`src/rtl/qm_pkg.sv`:
```
`default_nettype none
// ============================================================================
// Module : qm_pkg
// Brief  : Shared writeback-stage state encoding and control-field constants.
// Rev    : 1.0
// ============================================================================
package qm_pkg;

   typedef enum logic [1:0] {
      ST_IDLE      = 2'd0,
      ST_LOAD_WAIT = 2'd1,
      ST_WRITE     = 2'd2
   } qm_state_t;

   localparam logic QM_WSRC_ALU = 1'b0;
   localparam logic QM_WSRC_MEM = 1'b1;
   localparam logic QM_DEST_RT  = 1'b0;
   localparam logic QM_DEST_RD  = 1'b1;

endpackage
`default_nettype wire

```
`src/rtl/qm_writeback.sv`:
```
`default_nettype none
// ============================================================================
// Module : qm_writeback
// Brief  : Pipeline writeback stage; drives the register-file write port.
// Rev    : 1.0
// ============================================================================
module qm_writeback
   import qm_pkg::*;
#(
   parameter int RETIRE_WIDTH = 32
) (
   input  logic                    clk,
   input  logic                    reset_n,
   input  logic                    ci_Valid,
   input  logic                    ci_RegWrite,
   input  logic                    ci_RegWSource,
   input  logic                    ci_RegDest,
   input  logic [31:0]             di_ALUResult,
   input  logic [4:0]              di_RT,
   input  logic [4:0]              di_RD,
   input  logic [31:0]             di_MemData,
   input  logic                    i_MemAck,
   output logic [4:0]              do_WA,
   output logic                    do_WE,
   output logic [31:0]             do_WD,
   output logic                    o_Stall,
   output logic [RETIRE_WIDTH-1:0] o_Retired
);

   qm_state_t               r_state;
   qm_state_t               w_next_state;
   logic                    w_accept;
   logic [4:0]              w_dest;
   logic                    r_regwrite;
   logic [4:0]              r_pend_wa;
   logic [4:0]              r_wa;
   logic [31:0]             r_wd;
   logic [RETIRE_WIDTH-1:0] r_retired;

   assign w_accept = ci_Valid && (r_state != ST_LOAD_WAIT);
   assign w_dest   = (ci_RegDest == QM_DEST_RD) ? di_RD : di_RT;

   always_comb begin
      w_next_state = ST_IDLE;
      if (r_state == ST_LOAD_WAIT) begin
         w_next_state = i_MemAck ? ST_WRITE : ST_LOAD_WAIT;
      end else if (w_accept) begin
         w_next_state = (ci_RegWSource == QM_WSRC_MEM) ? ST_LOAD_WAIT : ST_WRITE;
      end
   end

   always_ff @(posedge clk or negedge reset_n) begin
      if (!reset_n) begin
         r_state <= ST_IDLE;
      end else begin
         r_state <= w_next_state;
      end
   end

   // Output address/data registers change only on edges entering WRITE, so a
   // load parks its destination in r_pend_wa until the data returns.
   always_ff @(posedge clk or negedge reset_n) begin
      if (!reset_n) begin
         r_regwrite <= 1'b0;
         r_pend_wa  <= 5'd0;
         r_wa       <= 5'd0;
         r_wd       <= 32'd0;
      end else if (w_accept) begin
         r_regwrite <= ci_RegWrite;
         if (ci_RegWSource == QM_WSRC_ALU) begin
            r_wa <= w_dest;
            r_wd <= di_ALUResult;
         end else begin
            r_pend_wa <= w_dest;
         end
      end else if ((r_state == ST_LOAD_WAIT) && i_MemAck) begin
         r_wa <= r_pend_wa;
         r_wd <= di_MemData;
      end
   end

   always_ff @(posedge clk or negedge reset_n) begin
      if (!reset_n) begin
         r_retired <= '0;
      end else if (r_state == ST_WRITE) begin
         r_retired <= r_retired + {{(RETIRE_WIDTH-1){1'b0}}, 1'b1};
      end
   end

   assign do_WA     = r_wa;
   assign do_WD     = r_wd;
   assign do_WE     = (r_state == ST_WRITE) && r_regwrite && (r_wa != 5'd0);
   assign o_Stall   = (r_state == ST_LOAD_WAIT);
   assign o_Retired = r_retired;

endmodule
`default_nettype wire

```
`config.mk`:
```
export PLATFORM = sky130hd
export DESIGN_NAME = qm_writeback
export DESIGN_NICKNAME = d
export VERILOG_FILES = /design/src/rtl/qm_pkg.sv /design/src/rtl/qm_writeback.sv
export SDC_FILE = /design/constraint.sdc
export NUM_CORES = 1
export LEC_CHECK = 0
export CORE_ASPECT_RATIO = 0.75
export CORE_MARGIN = 2
export CORE_UTILIZATION = 46
export CTS_CLUSTER_DIAMETER = 50
export DETAILED_ROUTE_END_ITERATION = 10
export GPL_ROUTABILITY_DRIVEN = 0
export HOLD_SLACK_MARGIN = 0.15
export PLACE_DENSITY = 0.86
export SLEW_MARGIN = 15
export SYNTH_ARGS = -nofsm -noshare
export SYNTH_HDL_FRONTEND = slang
export SYNTH_SLANG_ARGS = --single-unit
```
`constraint.sdc`:
```
create_clock -name clk -period 2.8 [get_ports clk]
set_clock_uncertainty 0.05 [all_clocks]
set_input_delay 0.56 -clock clk [delete_from_list [all_inputs] [get_ports clk]]
set_output_delay 0.56 -clock clk [all_outputs]
set_load 0.01 [all_outputs]
```
Word-level counts from Yosys, hierarchy flattened
Cells that the tools add are included.
Word-level totals
  output and inout bits: 71
  logic and storage cells: 30
  bits in registers: 77
Cells by class
  equal/unequal tests: 4
  multiplexer cells: 11
  add/sub/neg operators: 1
  reduce and logical (&&, ||, !) cells: 8
Operator list (number)
  $mux 32: 3
  $add 32x1->32 const B: 1
  $mux 5: 4
  $mux 2: 4
  $reduce_bool 5->1: 1
  $logic_and 1x1->1: 4
  $reduce_and 2->1: 2
  $eq 2x1->1 const B: 1
  $eq 2x2->1 const B: 1
  $ne 2x1->1 const B: 1
  $ne 2x2->1 const B: 1
  $reduce_bool 2->1: 1

Depth between registers and ports, before layout
  depth in word-level cells: 4
  gate-level depth with buffers: 6

Worst setup path before layout
Ideal clock, no wire load.
  path type: register to register
  from: reg r_retired[7], in the netlist o_Retired[7]
  to: reg r_retired[28], in the netlist o_Retired[28]
  library setup time: 0.079 ns
  path slack: 0.873 ns
  cell stages (with the launch flop): 7
  buffers on the path: 2
  arrival: 1.798 ns
  data required time: 2.671 ns
  clock period less this slack: 1.927 ns
  cells stage by stage: dfrtp_1 nand4_1 or4_1 buf_2 buf_6 nor4_4 xor2_1
Between the ends
  cells in the longest elaborated chain, start to end: 1
RTL lines
  from (decl): line qm_writeback.sv:38  | logic [RETIRE_WIDTH-1:0] r_retired;
  from (signal assigned): line qm_writeback.sv:86  | r_retired <= r_retired + {{(RETIRE_WIDTH-1){1'b0}}, 1'b1};
  $add 32x1->32: line qm_writeback.sv:86
Every way passes these cells.
A chain may end at the register's enable or synchronous reset.

Worst setup path in the final report
  from: reg r_wa[1], in the netlist do_WA[1]
  to: out do_WE
Between the ends
  cells in the longest elaborated chain, start to end: 2
RTL lines
  from (decl): line qm_writeback.sv:36  | logic [4:0] r_wa;
  from (signal assigned): line qm_writeback.sv:71  | r_wa <= w_dest;
  from (signal assigned): line qm_writeback.sv:77  | r_wa <= r_pend_wa;
  $reduce_bool 5->1: line qm_writeback.sv:92  | assign do_WE = (r_state == ST_WRITE) && r_regwrite && (r_wa != 5'd0);
  $logic_and 1x1->1: line qm_writeback.sv:92
  to (decl): line qm_writeback.sv:24  | output logic do_WE,
Every way passes these cells.

==> summary.txt <==
Outcome
  – Status: finished clean

Timing
  – F_max: 400.6 MHz
  – Slew headroom: 35.93%
  – Fin. Hold Viols: 0
  – Final setup fails: 0
  – Unrepaired setup endpoints after global routing: false
  – Period utilisation layout: 89.16%
  – Max Slew Vio Count: 0
  – Min Tclk post-route: 2.496 ns
  – Fin Setup TNS: 0 ns
  – Worst-Margin Slew: 0.9610 ns
  – Worst Hold Slack: 0.2927 ns

Synthesis
  – Top cell type by total area after synthesis: dfrtp_1
  – Syn Inst Count: 335
  – Synth Area in Adders: 0.3479%
  – Yosys cell types: 33
  – Syn Area/Cell: 10.73 um^2
  – Mapped cell area: 3596 um^2
  – Share of the yosys chip area belonging to registers: 53.58%
  – Post-synthesis simple-gate area fraction: 17.43%
  – Synth top area cells: dfrtp_1 54%, mux2i_1 11%, nand2_1 5.7%
  – Post-synth EDFFs: 0
  – Cell with the most instances after synthesis: dfrtp_1
  – Top_reg_cell synth: dfrtp_1
  – Compound-Gate Fraction of Synth Area: 7.029%
  – Post-synthesis mux area share: 11.52%
  – Top cells by count, synth: 77 x dfrtp_1, 55 x nand2_1, 38 x mux2i_1, 33 x o21ai_0, 17 x xor2_1
  – #FFs+latches synth: 77
  – Net Count, Synth: 417
  – Post-synthesis xor/xnor area fraction: 7.550%
  – Synth warn: 0
  – Largest family of logic cells by synthesized area: simple AND/OR/NAND/NOR gates
  – Post-synth ARST share: 100.0%
  – Post-synth top area share: 53.58%

Clock tree
  – TritonCTS Buffers: 9
  – Hold buffer count at cts: 0
  – Clock transition at path regs: 0.08 ns
  – Clk sink count: 77
  – Max Buffers Root-to-Sink: 2
  – H-Tree Depth: 3
  – Clk_lat worst skew: 0.34 ns
  – CTS tree: built
  – CTS resizes: 0
  – CTS root buf: clkbuf_8
  – Postcts setup bufs: 0

Route
  – Drt drc: 0
  – Final ANT Viol Nets: 0
  – DR iter-0 viols: 122
  – TritonRoute pass-1 iters: 4
  – Detailed-route wire length per cell: 15.56 um
  – Total number of vias: 3028
  – Drt total wl: 9135 um
  – Vias/cell: 5.158

Critical path
  – Kind of critical path: register to output port
  – Worst path bufs/invs: 1
  – Delay of the slowest critical-path stage: 0.48 ns
  – Critical path data arrival time: 1.89 ns
  – Worst reg2reg setup slack: 0.54 ns
  – Crit path required time: 2.19 ns
  – Maximum net fanout on the critical path: 3
  – Worst-path cell chain: or3_1, o311a_1, clkdlybuf4s50_1
  – Worst Setup End Kind: output port
  – Crit path max-delay family: buffers and inverters
  – Slowest cell on the critical path: clkdlybuf4s50_1
  – Setup crit start kind: register

Run
  – Max-Cap Viols: 0

Floorplan
  – Row count: 27
  – Die height: 80.57 um
  – Total die area: 8548 um^2
  – Starting Density: 48.16%
  – Die X: 106.1 um
  – I/O pin count: 152
  – Core ar.: 7466 um^2

Global route
  – First-pass GRT wire length: 14960 um
  – Total GRT Usage: 22.69%
  – Initial antenna violation count: 0
  – Overflow after GRT: 0
  – Number of global-route vias before repair: 3033
  – Largest net degree at the start of global routing: 78

Final layout
  – Multi-input gate area: 1593 um^2
  – Fill cells: 552
  – Sequential Area: 1927 um^2
  – Diode count: 0
  – Share of cells above drive strength 1: 6.790%
  – Area grow syn2layout: 51.88%
  – NumNets Final: 563

Power and ir drop
  – Power Density: 607.2 nW/um^2
  – Static Leak: 0.002475 uW
  – Max VDD drop: 0.0003214 V

Hold path
  – Hold Crit Class: primary input to asynchronous set/reset pin

Place
  – Buffers on Ports: 151
  – Post-detail-place hpwl: 6731 um
==> power by group <==
part	total, uW	internal [uW]	leakage, uW	switching [uW]
clock	1020	596	0.000120	421
sequential	1420	1290	0.000987	131
combinational	879	512	0.00137	367
total	3320	2400	0.00247	919
==> state kept, by name, indices dropped and copies added, names as in the netlist <==
signal      count
r_regwrite      1
r_pend_wa       5
o_Retired      32
do_WA           5
r_state         2
do_WD          32
==> stage by stage <==
stage	setup slack (ns)	instances	total power [uW]	area [um^2]	util (%)
after global placement	0.5445	571	2294	5214	69.83
final	0.3036	587	3316	5461	73.15
after CTS	0.2796	587	3355	5461	73.15
after floorplan	0.8726	335	1769	3596	-
after global routing	0.2108	587	3489	5461	73.15
after detailed placement	0.4488	571	2326	5214	69.83
==> logic make-up after synthesis <==
group                      count (synthesis)
and+or+nand+nor                          116
DFF                                       77
adders and majority gates                  1
buffers and inverters                     22
AOI/OAI and AO/OA                         47
xor gates and xnor gates                  31
muxes                                     41
==> layout make-up <==
class	count	share of cell area (%)
Clock inverter	7	2.268
Multi-Input combinational cell	236	29.16
Inverter	3	0.2062
Clock buffer	9	2.268
Timing Repair Buffer	154	28.50
Sequential cell	77	35.28
Tap cell	101	2.314
==> cell usage in the layout (no fill, tap or decap), types with 9 or more instances in the layout <==
cell and n:
clkbuf_8 9, clkdlybuf4s50_1 150, dfrtp_1 77, mux2i_1 37, nand2_1 54, nand3_1 9, o21ai_0 33, xnor2_1 14
xor2_1 17
==> worst paths after layout <==
check / start / to / depth (start not counted)
min in group clk: do_WD[11] / do_WD[11] / 2
hold / removal: reset_n / o_Retired[15] / 1
hold reg to reg: do_WD[11] / do_WD[11] / 2
max in group asynchronous: reset_n / r_regwrite / 1
setup / recovery: do_WA[1] / do_WE / 3
setup reg to reg: o_Retired[3] / o_Retired[19] / 4
==> routing by layer <==
metal	up-vias	global-route usage [%]	part of all wire [%]
met1	1458	27.31	42
met3	15	8.604	7.2
li1	1458	-	-
met4	0	4.868	1.6
met5	-	0	0
met2	97	39.16	49
Note: power is estimated with default switching activity, not from simulation.
==> patch 1: new RTL, config.mk and constraints unchanged <==
Re-encode `qm_state_t` (3 states) as one-hot, 3 bits wide.
--- a/src/rtl/qm_pkg.sv
+++ b/src/rtl/qm_pkg.sv
@@ -7,8 +7,8 @@
 package qm_pkg;
 
-   typedef enum logic [1:0] {
-      ST_IDLE      = 2'd0,
-      ST_LOAD_WAIT = 2'd1,
-      ST_WRITE     = 2'd2
+   typedef enum logic [2:0] {
+      ST_IDLE      = 3'b001,
+      ST_LOAD_WAIT = 3'b010,
+      ST_WRITE     = 3'b100
    } qm_state_t;
 
Check against the original RTL: same outputs for any inputs over 10 cycles, from zero or initial values and one cycle with reset_n low; not proved beyond that.
==> patch 1 against the original RTL <==
Area after synthesis down 1.0%. Critical path depth is the same. Sequential cell count increased by 1. Design area is 2.2% lower. Total power decreased by 12%. Setup slack got worse by 0.16 ns. Clock power fell by 26%. Global-route usage fell by 2.4 points. Count of clock-buffer cells in the layout rose by 2. Critical endpoint is now o_Stall. Wire length decreased by 7.7%.
==> patch 1: results (changes against the original RTL) <==
Placement
  • Setup WS pre-CTS: 0.5331 ns (+0.08435 ns)
  • DP Cell Count: 565 (-1.1%)
  • Cell area after placement: 5165 um2 (-0.94%)

Timing
  • Relative slew slack: 37.93% (+2.0 points)

CTS
  • Sink Count: 78 (+1.3%)

Final layout
  • CLK BUF: 11 (+2)
  • Share of cell area taken by multi-input logic gates: 28.63% (-0.53 points)
  • Layout cell share with drive strength beyond 1: 5.208% (-1.6 points)
  • Nets: 557 (-1.1%)
  • Non-Clock Buffer Area Fraction: 29.01% (+0.51 points)
  • Seq/total area: 36.57% (+1.3 points)
  • Multi-input combinational cell count: 231 (-2.1%)

Drt
  • Total Wirelength: 8434 um (-7.7%)
  • 1st-iter DRT viols: 74 (-39%)
  • Vias per Instance: 5.076 (-1.6%)

GRT
  • Global-route wire length before repair: 13500 um (-9.8%)

Worst setup path
  • CP arrival: 2.05 ns (+0.16 ns)
  • Worst R2R End: o_Retired[28]
  • Worst Path Max Fanout: 7 (+4)
  • Worst R2R Start: r_state[0]

Synth
  • Yosys cell types: 31 (-6.1%)
  • Synth top area cells: dfrtp_1 54%, mux2i_1 11%, xnor2_1 6.4%

Status
  • Status: complete, no violations

Power
  • Peak supply drop: 0.2994 mV (-6.8%)

Floorplanning
  • Core box area: 7432 um2 (-0.45%)
-- patch 1: cell types whose count changed in the layout (fill, tap and decap cells not counted), moves of 5 or more --
cell	change
o21ai_1	+16
o21ai_0	-12
xnor2_1	+12
xor2_1	-12
nor3b_1	+6
nor4_1	-5
nor4_2	-5
-- patch 1: worst max-delay path, delay by kind of cell (launching register included) --
| family | cells | cell delay, ns |
|---|---|---|
| buf+inv | 2 | 0.81 |
| simple gates | 1 | 0.51 |
| flops | 1 | 0.39 |
-- patch 1: power by group through the flow --
stage | sequential (mW) | combinational [mW] | clock [mW]
2_1_floorplan | 1.46 | 0.231 | 0
3_3_place_gp | 1.41 | 0.756 | 0
3_5_place_dp | 1.42 | 0.772 | 0
4_1_cts | 1.40 | 0.775 | 0.766
5_1_grt | 1.42 | 0.830 | 0.810
6_report | 1.40 | 0.764 | 0.752
-- patch 1: worst max path at each step --
stage                    start             to  slack [ns]  cells past startpoint
finish              r_state[2]        o_Stall        0.14                      3
detailed placement  r_state[2]        o_Stall        0.53                      3
CTS                 r_state[2]        o_Stall        0.14                      3
floorplan           r_state[0]  o_Retired[22]        0.98                      5
global placement    r_state[2]        o_Stall        0.56                      3
global route        r_state[2]        o_Stall        0.06                      3
-- patch 1: cells by family after synthesis --
| group | after synthesis | share of synthesized area, % |
|---|---|---|
| simple gates | 111 | 16.45 |
| flops | 78 | 54.87 |
| compound gates | 49 | 7.100 |
| mux | 39 | 11.00 |
| xor+xnor | 31 | 7.627 |
| buf+inv | 18 | 2.601 |
| fa+ha+maj | 1 | 0.3514 |
-- patch 1: metal layers --
layer  vias up  global-route usage, %  part of all wire [%]
li1       1433                      -                     -
met2       104                  33.35                    48
met3         9                  7.711                   8.8
met1      1403                  25.22                    42
met4         0                  5.658                   1.1
met5         -                      0                     0
==> patch 2: new RTL, config.mk and constraints unchanged <==
Without the edit above. `RETIRE_WIDTH`: 32 -> 48.
--- a/src/rtl/qm_writeback.sv
+++ b/src/rtl/qm_writeback.sv
@@ -8,5 +8,5 @@
    import qm_pkg::*;
 #(
-   parameter int RETIRE_WIDTH = 32
+   parameter int RETIRE_WIDTH = 48
 ) (
    input  logic                    clk,
Interface: changed (resized o_Retired); port bits go from 152 to 168. No check against the original RTL was run, so the function may have changed too.
==> patch 2 against the original RTL <==
Total power rose by 17%. Wire length rose by 25%. Setup slack got worse by 0.019 ns. Combinational power rose by 4.4%. Via count rose by 24%. Fmax fell by 0.74%. Design area rose by 20%. Area after synthesis rose by 22%. Sequential cell count rose by 16. First-iteration DRC count rose to 2.6 times the old value. Largest cell class unchanged. Largest power group unchanged.
==> patch 2: results (changes against the original RTL) <==
Final layout
  • Layout cell share with drive strength beyond 1: 5.719% (-1.1 points)
  • Non-clock buffers: 175 (+14%)
  • CLK BUF: 10 (+1)
  • FFs & Latches: 93 (+21%)
  • Filler cells: 677 (+23%)
  • Logic inverters: 4 (+1)
  • Final cell count without fillers: 705 (+20%)
  • Seq/total area: 35.54% (+0.26 points)
  • Nets: 656 (+17%)
  • Area of the multi-input gates: 1972 um2 (+24%)
  • Non-Clock Buffer Area Fraction: 27.02% (-1.5 points)
  • Multi-input combinational cell count: 291 (+23%)
  • Finished Core Util: 71.49% (-1.7 points)

Timing
  • Hold slack: 0.4225 ns (+0.1298 ns)
  • Relative slew slack: 61.45% (+26 points)
  • Max-slew violations: 0 (unchanged)

GRT
  • GRT Util Overall: 22.59% (-0.095 points)
  • Global-route wire length before repair: 18110 um (+21%)
  • Largest net degree at the start of global routing: 76 (-2.6%)
  • Met2 Track Usage GR: 36.78% (-2.4 points)
  • Vias in the first global route: 3725 (+23%)
  • GR Util met1: 30.48% (+3.2 points)
  • M3 GR Usage: 5.000% (-3.6 points)

Drt
  • WL met3: 752 um (+14%)
  • 1st-iter DRT viols: 314 (+160%)
  • M1 WL: 5026 um (+31%)
  • Vias: 3758 (+24%)
  • DR WL met2: 5442 um (+21%)
  • DR WL/cell: 16.16 um (+3.8%)

Status
  • Status: complete, no violations

Synth
  • Syn Nets: 494 (+18%)
  • Yosys cell types: 37 (+12%)
  • Synth top area cells: dfrtp_1 53%, mux2i_1 8.6%, xor2_1 6.4%
  • Post-synthesis adder-cell area fraction: 0.2843% (-0.064 points)
  • Syn Area/Cell: 10.68 um2 (-0.50%)
  • Synth cell count leaders: 93 x dfrtp_1, 55 x nand2_1, 38 x mux2i_1, 33 x o21ai_0, 32 x xor2_1
  • Synth Area in XOR/XNOR: 9.525% (+2.0 points)
  • Main synth FF type: dfrtp_1
  • Mux cell area share after synthesis: 9.667% (-1.8 points)
  • Synth Area in Compound Gates: 5.744% (-1.3 points)

Worst setup path
  • Reg2Reg Depth: 5 (+1)
  • Worst R2R Start: o_Retired[0]
  • R2R Setup Slk: 0.51 ns (-0.03 ns)
  • Worst R2R End: o_Retired[34]

Placement
  • Setup WS pre-CTS: 0.4949 ns (+0.04614 ns)
  • Cell area after placement: 6233 um2 (+20%)
  • DP Cell Count: 690 (+21%)
  • Detailed Place HPWL: 8581 um (+27%)
  • Input/output buffers: 167 (+11%)

CTS
  • Num CTS Buffers: 9 (unchanged)
  • Setup Buffers After CTS: 0 (unchanged)
  • Hold_buf cts: 1 (+1)
  • Post-CTS Resized: 0 (unchanged)

Floorplanning
  • Die X: 116.9 um (+10%)

Worst hold path
  • Hold depth: 1
  • HP Class: register to register

Power
  • Peak supply drop: 0.2957 mV (-8.0%)
  • Pleak: 2.993 nW (+21%)
-- patch 2: changes by cell type after synthesis, sizes merged, moves of 3 or more --
cell	before	now
and4	3	9
clkbuf	12	15
dfrtp	77	93
nand4	8	12
nor3	4	7
and3	8	15
nand3	9	14
xor2	17	32
nor4	12	18
-- patch 2: worst max-delay path by stage --
stage                 startpoint            end  slack [ns]  depth (start not counted)
global route            do_WA[1]          do_WE        0.22                          3
finish                  do_WA[1]          do_WE        0.29                          3
detailed placement      ci_Valid       do_WA[4]        0.49                          5
global placement    o_Retired[0]  o_Retired[34]        0.59                          5
CTS                     do_WA[1]          do_WE        0.27                          3
floorplan           o_Retired[0]  o_Retired[34]        0.61                          6
-- patch 2: power breakdown --
group          switching, mW  internal, mW
combinational          0.389         0.529
sequential             0.152          1.53
clock                  0.494         0.773
-- patch 2: critical path, stage by stage (launching register included) --
cell and delay [ns]:
dfrtp_1 0.41, or3_1 0.39, o311a_1 0.30, clkdlybuf4s50_1 0.48
